--- src/rtl/truth_table_sweep_pkg.sv ---
// Shared definitions for the truth-table sweep stage.
// Holds the vector/table widths, settle-counter width and FSM state encoding.
package truth_table_sweep_pkg;

   localparam int unsigned NV = 4;   // stimulus vector width {w,x,y,z}
   localparam int unsigned NT = 16;  // truth-table width, one bit per vector
   localparam int unsigned SW = 4;   // settle counter width (SETTLE up to 15)

   typedef enum logic [1:0] {
      ST_IDLE   = 2'd0,
      ST_APPLY  = 2'd1,
      ST_SAMPLE = 2'd2,
      ST_DONE   = 2'd3
   } state_e;

endpackage

--- src/rtl/truth_table_sweep_counter.sv ---
// sweep_counter: vector index register for the sweep.
// Ports:
//   clk, rst_n : clock, synchronous active-low reset
//   clr        : load index with 0 (has priority over inc)
//   inc        : advance index by one
//   idx        : current index (registered)
//   last_c     : combinational flag, idx is the final vector (15)
module sweep_counter
   import truth_table_sweep_pkg::*;
(
   input  logic          clk,
   input  logic          rst_n,
   input  logic          clr,
   input  logic          inc,
   output logic [NV-1:0] idx,
   output logic          last_c
);

   logic [NV-1:0] idx_q;

   // Index register; clear wins over increment
   always_ff @(posedge clk) begin
      if (!rst_n) begin
         idx_q <= '0;
      end else if (clr) begin
         idx_q <= '0;
      end else if (inc) begin
         idx_q <= idx_q + NV'(1);
      end
   end

   assign idx    = idx_q;
   assign last_c = (idx_q == {NV{1'b1}});

endmodule

--- src/rtl/truth_table_sweep.sv ---
// truth_table_sweep: walks all 16 {w,x,y,z} vectors through a function block,
// captures its s1/s2 outputs into two truth tables and compares them with
// the expected constants.
// Parameters:
//   SETTLE     : cycles each vector is held before its sample cycle (1..15)
//   EXP1, EXP2 : expected tables for s1, s2 (bit i = vector i)
// Ports:
//   clk, rst_n     : clock, synchronous active-low reset
//   start          : sweep request, honoured only when idle
//   w, x, y, z     : stimulus vector, w is the MSB
//   s1_in, s2_in   : outputs of the function block under test
//   busy           : sweep in progress (start acceptance until DONE exits)
//   done           : one-cycle pulse when both tables are complete
//   pass           : both tables matched, valid with done and held after
//   tt1, tt2       : captured truth tables
//   idx            : current vector index
module truth_table_sweep
   import truth_table_sweep_pkg::*;
#(
   parameter int unsigned    SETTLE = 1,
   parameter logic [NT-1:0]  EXP1   = 16'h0000,
   parameter logic [NT-1:0]  EXP2   = 16'h0000
) (
   input  logic          clk,
   input  logic          rst_n,
   input  logic          start,
   output logic          w,
   output logic          x,
   output logic          y,
   output logic          z,
   input  logic          s1_in,
   input  logic          s2_in,
   output logic          busy,
   output logic          done,
   output logic          pass,
   output logic [NT-1:0] tt1,
   output logic [NT-1:0] tt2,
   output logic [NV-1:0] idx
);

   localparam logic [SW-1:0] SETTLE_M1 = SW'(SETTLE - 1);

   state_e        state_q, state_d;
   logic [SW-1:0] settle_q, settle_d;
   logic [NV-1:0] vec_q, vec_d;
   logic [NT-1:0] tt1_q, tt1_d;
   logic [NT-1:0] tt2_q, tt2_d;
   logic          busy_q, busy_d;
   logic          done_q, done_d;
   logic          pass_q, pass_d;
   logic          cnt_clr, cnt_inc;
   logic          cnt_last_c;
   logic [NV-1:0] cnt_idx;

   sweep_counter u_counter (
      .clk    (clk),
      .rst_n  (rst_n),
      .clr    (cnt_clr),
      .inc    (cnt_inc),
      .idx    (cnt_idx),
      .last_c (cnt_last_c)
   );

   // State and output registers
   always_ff @(posedge clk) begin
      if (!rst_n) begin
         state_q  <= ST_IDLE;
         settle_q <= '0;
         vec_q    <= '0;
         tt1_q    <= '0;
         tt2_q    <= '0;
         busy_q   <= 1'b0;
         done_q   <= 1'b0;
         pass_q   <= 1'b0;
      end else begin
         state_q  <= state_d;
         settle_q <= settle_d;
         vec_q    <= vec_d;
         tt1_q    <= tt1_d;
         tt2_q    <= tt2_d;
         busy_q   <= busy_d;
         done_q   <= done_d;
         pass_q   <= pass_d;
      end
   end

   // Next-state and next-output logic; the vector register is driven with
   // the index the next state will present, so it returns to 0 outside a sweep
   always_comb begin
      state_d  = state_q;
      settle_d = settle_q;
      vec_d    = '0;
      tt1_d    = tt1_q;
      tt2_d    = tt2_q;
      busy_d   = busy_q;
      done_d   = 1'b0;
      pass_d   = pass_q;
      cnt_clr  = 1'b0;
      cnt_inc  = 1'b0;

      case (state_q)
         ST_IDLE: begin
            if (start) begin
               state_d  = ST_APPLY;
               settle_d = SETTLE_M1;
               tt1_d    = '0;
               tt2_d    = '0;
               pass_d   = 1'b0;
               busy_d   = 1'b1;
               cnt_clr  = 1'b1;
            end
         end
         ST_APPLY: begin
            vec_d = cnt_idx;
            if (settle_q == '0) begin
               state_d = ST_SAMPLE;
            end else begin
               settle_d = settle_q - SW'(1);
            end
         end
         ST_SAMPLE: begin
            tt1_d[cnt_idx] = s1_in;
            tt2_d[cnt_idx] = s2_in;
            if (cnt_last_c) begin
               // Compare including the bit-15 write happening at this edge
               state_d = ST_DONE;
               done_d  = 1'b1;
               pass_d  = (tt1_d == EXP1) && (tt2_d == EXP2);
            end else begin
               state_d  = ST_APPLY;
               settle_d = SETTLE_M1;
               cnt_inc  = 1'b1;
               vec_d    = cnt_idx + NV'(1);
            end
         end
         ST_DONE: begin
            state_d = ST_IDLE;
            busy_d  = 1'b0;
         end
         default: begin
            state_d = ST_IDLE;
         end
      endcase
   end

   assign {w, x, y, z} = vec_q;
   assign busy = busy_q;
   assign done = done_q;
   assign pass = pass_q;
   assign tt1  = tt1_q;
   assign tt2  = tt2_q;
   assign idx  = cnt_idx;

endmodule

--- config.mk ---
export PLATFORM = sky130hd
export DESIGN_NAME = truth_table_sweep
export DESIGN_NICKNAME = d
export VERILOG_FILES = /design/src/rtl/truth_table_sweep_pkg.sv /design/src/rtl/truth_table_sweep_counter.sv /design/src/rtl/truth_table_sweep.sv
export SDC_FILE = /design/constraint.sdc
export NUM_CORES = 1
export LEC_CHECK = 0
export CAP_MARGIN = 40
export CORE_MARGIN = 4
export CORE_UTILIZATION = 45
export CTS_BUF_LIST = sky130_fd_sc_hd__clkbuf_16
export CTS_CLUSTER_SIZE = 28
export DETAILED_ROUTE_END_ITERATION = 10
export PLACE_DENSITY_LB_ADDON = 0.08
export SETUP_SLACK_MARGIN = 0.3
export SYNTH_ARGS = -nofsm -noshare
export SYNTH_HDL_FRONTEND = slang
export SYNTH_SLANG_ARGS = --single-unit
--- constraint.sdc ---
create_clock -name clk -period 2.38 [get_ports clk]
set_clock_uncertainty 0.1 [all_clocks]
set_input_delay 0.357 -clock clk [delete_from_list [all_inputs] [get_ports clk]]
set_output_delay 0.357 -clock clk [all_outputs]
set_load 0.05 [all_outputs]
==> results.md, run 1 <==
- Die Area: 7500 sq um
- H-Tree Depth: 2
- Distinct cells, synth: 47
- Gr ovfl total: 0
- Pre-Repair DR Iteration Count: 4
- Core footprint: 5960 sq um
- Port buffer count: 47
- Hold Path Class: reg2reg
- Clock Tree Buf Depth: 2
- Overall routed net length: 7.59 mm
- Placer Congestion: 0.825
- # rows: 28
- Root buffer cell: clkbuf_16
- Most used DFF post-synth: dfxtp_1
- Clk slew on worst S/H paths: 0.06 ns
- Sequential share of the synthesized area: 35.3%
- Yosys top cell area share: 35.3%
- Share of cells above drive strength 1: 16.4%
- Post-route DRC: 0
- Final Setup Violations: 0
- Area grow syn2layout: 34.6%
- Synth top area cells: dfxtp_1, ha_1, a22oi_1
- Detailed-route vias per instance: 5.48
- Minimum clock period: 2.17 ns
- Synthesized area: 2780 sq um
- VDD IR max: 0.485 mV
- CTS tree: built
- YS warnings: 0
- CP cell instances: clkdlybuf4s50_1, nand2b_1, mux2i_1, nor3b_1, o311ai_0, o31ai_4
- Clock latency on the worst-skew pair: 0.28 ns
- First-pass GRT wire length: 12.4 mm
- RSZ-0062 raised after global routing: true
- Period utilization: 91.0%
- Worst-margin pin slew: 0.638 ns
- Fillers: 522
- Crit path max-delay family: buffers and inverters
- Largest net degree at the start of global routing: 40
- Setup TNS: 0 ns
- Cts hold-fix bufs: 0
- Critical Path Sink Type: flop
- Initial Util: 46.7%
- Post-Syn Instances: 335
- Initial antenna violation count: 0
- EDFF count, synth: 0
- Clock tree sinks: 49
- Syn Area/Cell: 8.30 sq um
- Vias in the first global route: 2541
- Final Hold Fails: 0
- Count leader, synth: dfxtp_1
- #FFs+latches synth: 49
- Req. time, crit path: 2.44 ns
- Synth async-reset ratio: 0%
- Yosys top cell by area: dfxtp_1
- Final Core Density: 62.8%
- Total CTS buffers: 5
- Top cells by count, synth: dfxtp_1, inv_1, nor2b_1, o21ai_0
- ANT nets after route: 0
- Slew headroom: 56.9%
- CP max stage cell: clkdlybuf4s50_1
- Drt wl/cell: 16.1 um
- WP data arrival: 2.22 ns
- Multi-input logic area: 1740 sq um
- Slew Viols, Final: 0
- DRT iter0 DRCs: 224
- Power density over the cells: 606 nW/um^2
- Nets: 414
- Critical path class: in2reg
- Syn nets: 353
- Gr usage total: 20.9%
- MaxCap Viol Count: 0
- Sequential cell area: 998 sq um
- Crit path largest cell delay: 0.75 ns
- Outcome: complete, no violations
- Die width: 86.6 um
- Detail Placement HPWL: 5.34 mm
- Io pins: 48
- LEAKAGE: 1.41 nW
- Startpoint types: primary input
- Floorplan die height: 86.6 um
- Fmax achieved: 0.462 GHz
- Via count: 2585
- Max Fanout on Critical Path: 9
- Ant diodes: 0
- WP buf/inv: 1
## sequential cells by signal, summed over array words and instances, names as in the netlist
signal,flops
busy,1
u_counter.idx,4
tt2,16
done,1
pass,1
tt1,16
settle_q,4
vec_q,4
state_q,2
## per-layer routing
layer  GRT usage, %  up-vias  part of all wire (%)
li1               -     1312                     -
met1           28.7     1189                    48
met2           33.2       82                    46
met3           4.47        2                   6.0
met4           5.24        0                  0.38
met5              0        -                     0
## per-stage QoR
stage	cells	setup WS (ns)	cell area, sq um	power (mW)	hold slack, ns
detailed placement	451	0.0352	3400	1.53	0.408
global route	472	0.142	3740	2.40	0.438
floorplan	335	0.285	2830	1.38	0.377
finish	472	0.214	3740	2.27	0.417
global placement	451	0.0812	3400	1.52	0.399
CTS	471	0.257	3690	2.26	0.417
## power breakdown
part,switching (mW),internal (mW)
registers,0.0329,0.861
logic,0.418,0.284
clock network,0.292,0.379
## kinds of logic (layout without fill, tap and decap cells)
logic type	Yosys count	after routing	share of synthesized area, %
AO/OA/AOI/OAI	93	93	22.7
XOR/XNOR	4	4	1.26
adder cells (fa/ha/maj)	13	13	5.85
buffers and inverters	44	106	6.62
flip-flops	49	49	35.3
multiplexers	10	10	3.60
AND/OR/NAND/NOR	122	122	24.7
## path summary, 6_finish.rpt
path | from | endpoint | slack (ns) | cells after the start
worst max-delay path | s2_in | pass$_SDFFE_PN0P_ | 0.21 | 6
worst min register to register | settle_q[1]$_SDFFE_PN0P_ | settle_q[1]$_SDFFE_PN0P_ | 0.42 | 2
worst min-delay path | settle_q[1]$_SDFFE_PN0P_ | settle_q[1]$_SDFFE_PN0P_ | 0.42 | 2
worst max register to register | u_counter.idx[3]$_SDFFE_PP0P_ | pass$_SDFFE_PN0P_ | 0.23 | 5
## placed cells by master (no fill, tap or decap), drive strengths merged, types with 2 or more instances in the layout
master,instances
a2111oi,2
a211oi,6
a21oi,15
a221o,2
a22oi,20
a31oi,2
and2,18
and3,7
buf,28
clkbuf,5
clkdlybuf4s50,44
dfxtp,49
dlygate4sd2,2
ha,13
inv,25
mux2i,10
nand2,19
nand2b,3
nand3,8
nand3b,7
nand4,4
nor2,20
nor2b,23
nor3,4
nor3b,4
o21ai,23
o22ai,11
o31ai,4
o41ai,2
xnor2,2
xor2,2
## what timing repair did
action | in CTS | in global routing
cloned | 0 | 0
resized for setup | 21 | 9
endpoints found under the setup margin | 15 | 24
buffers inserted | 12 | 1
pin swaps | 4 | 2
## worst register-to-register path, cell delays in order (launching register included)
cell     delay (ns)
dfxtp_4        0.44
buf_4          0.21
or2_2          0.33
o41ai_1        0.48
nand4_1        0.23
o31ai_4        0.27
## layout make-up
| type | count | share of cell area (%) |
|---|---|---|
| Clock inverter | 3 | 0.301 |
| Timing Repair Buffer | 75 | 18.2 |
| Multi-Input combinational cell | 242 | 46.5 |
| Tap cell | 75 | 2.51 |
| Sequential cell | 49 | 26.7 |
| Clock buffer | 5 | 3.34 |
| Inverter | 23 | 2.44 |
Power figures use the tool's default switching activity.
==> run 2, diff against run 1 <==
CAP_MARGIN = unset   (was 40)
==> results of run 2 <==
Final layout, timing and power as in run 1 (identical DEF).
==> run 3, diff against run 2 <==
clock period = 2.55 ns   (was 2.38 ns; I/O delays follow)
==> results.md, run 3 (synthesized netlist as in run 1, its figures left out) <==
- Cts hold-fix bufs: 0
- Floorplan die height: 86.6 um
- Nets: 402
- Crit path largest cell delay: 0.44 ns
- Detail Placement HPWL: 5.32 mm
- Origin of the critical flop-to-flop path: u_counter.idx[0]$_SDFFE_PP0P_
- CP cell instances: inv_1, ha_1, and3b_2, o31ai_1, nand4_1, or4_1, o31ai_2
- Hold Path Class: reg2reg
- Via count: 2571
- Clock Tree Buf Depth: 2
- Gr ovfl total: 0
- Final Hold Fails: 0
- Clk slew on worst S/H paths: 0.06 ns
- RSZ-0062 raised after global routing: true
- Initial antenna violation count: 0
- VDD IR max: 0.357 mV
- Max Fanout on Critical Path: 10
- Vias in the first global route: 2462
- R2R Path End: pass$_SDFFE_PN0P_
- DRT iter0 DRCs: 183
- Clock latency on the worst-skew pair: 0.29 ns
- Most common cell after layout, fill and taps aside: clkdlybuf4s50_1
- Post-route DRC: 0
- Port buffer count: 47
- Largest net degree at the start of global routing: 40
- Area grow syn2layout: 28.1%
- Reg2reg setup slack: 0.32 ns
- Startpoint types: flop
- Slew Viols, Final: 0
- ANT nets after route: 0
- Initial Util: 46.7%
- CTS tree: built
- Fmax achieved: 0.448 GHz
- Worst-margin pin slew: 0.524 ns
- Hold_sp: pass$_SDFFE_PN0P_
- Clock tree sinks: 49
- Detailed-route vias per instance: 5.59
- Power density over the cells: 581 nW/um^2
- Min-Delay Endpoint: pass$_SDFFE_PN0P_
- Req. time, crit path: 2.65 ns
- WP buf/inv: 1
- Hold path depth: 2
- Minimum clock period: 2.23 ns
- Period utilization: 87.6%
- Die Area: 7500 sq um
- Setup TNS: 0 ns
- WP data arrival: 2.34 ns
- R2R cell count: 7
- Slew headroom: 64.8%
- MaxCap Viol Count: 0
- H-Tree Depth: 2
- Gr usage total: 20.2%
- Outcome: complete, no violations
- Ant diodes: 0
- Core footprint: 5960 sq um
- Pre-Repair DR Iteration Count: 4
- CP max stage cell: or4_1
- Die width: 86.6 um
- Most frequent cells in the layout: clkdlybuf4s50_1, dfxtp_1, inv_1
- Share of cells above drive strength 1: 10.6%
- Crit path max-delay family: simple AND/OR/NAND/NOR gates
- Critical Path Sink Type: flop
- Io pins: 48
- Final Setup Violations: 0
- Drt wl/cell: 15.9 um
- LEAKAGE: 1.34 nW
- First-pass GRT wire length: 12.3 mm
- Final Instance Area: 3560 sq um
- Overall routed net length: 7.31 mm
- Critical path class: reg2reg
- CP Launch Point: u_counter.idx[0]$_SDFFE_PP0P_
- Placed Area: 3370 sq um
- Placer Congestion: 0.810
- Root buffer cell: clkbuf_16
- Total CTS buffers: 5
- # rows: 28
## run 3: cell types whose count changed in the layout (fill, tap and decap cells not counted), sizes merged
| cell | before | now |
|---|---|---|
| dlygate4sd2 | 2 | 1 |
| clkdlybuf4s50 | 44 | 45 |
| buf | 28 | 16 |
## run 3: worst max-delay path by stage
stage	to	slack, ns	cells after the start
2_1_floorplan	pass$_SDFFE_PN0P_	0.32	7
3_3_place_gp	pass$_SDFFE_PN0P_	0.18	6
3_5_place_dp	pass$_SDFFE_PN0P_	0.16	6
4_1_cts	pass$_SDFFE_PN0P_	0.25	7
5_1_grt	pass$_SDFFE_PN0P_	0.23	7
6_report	pass$_SDFFE_PN0P_	0.32	7
## run 3: layout make-up
type	instances	area, sq um
multi-input cells	242	1660
fillers	573	2390
clock buffers	5	125
flip-flops and latches	49	993
well taps	75	93.8
clock inverters	3	11.3
inverters	23	86.3
repair buffers	63	592
## run 3: stage by stage
| stage | instances | power [mW] | hold WS (ns) | utilization [%] | setup slack, ns |
|---|---|---|---|---|---|
| final | 460 | 2.07 | 0.419 | 59.8 | 0.316 |
| after global routing | 460 | 2.18 | 0.442 | 59.8 | 0.225 |
| after floorplan | 335 | 1.28 | 0.377 | - | 0.318 |
| after global placement | 451 | 1.43 | 0.392 | 56.7 | 0.184 |
| after detailed placement | 451 | 1.44 | 0.390 | 56.7 | 0.165 |
| after CTS | 459 | 2.07 | 0.421 | 59.3 | 0.250 |
## run 3: repair_timing
item	4_1_cts	5_1_grt
endpoints found under the hold margin	0	0
gates resized for setup	5	9
endpoints found under the setup margin	2	2
pin swaps	0	0
buffers inserted	0	1
## run 3: power breakdown
group / internal, mW / switching [mW] / leakage (nW)
clock: 0.353 / 0.276 / 0.0738
combinational: 0.236 / 0.364 / 0.871
sequential: 0.806 / 0.0317 / 0.399
## run 3: tightest hold or removal path, stage by stage, from the launching register on
cell,delay [ns]
dfxtp_1,0.32
nand3_1,0.09
o31ai_2,0.07
## run 3: metal layers
layer  routed length [um]  global-route usage [%]  up-vias
met2                 3260                    31.2       71
met5                    0                       0        -
met1                 3620                    28.8     1199
li1                     -                       -     1296
met4                   55                    4.96        0
met3                  374                    3.90        5
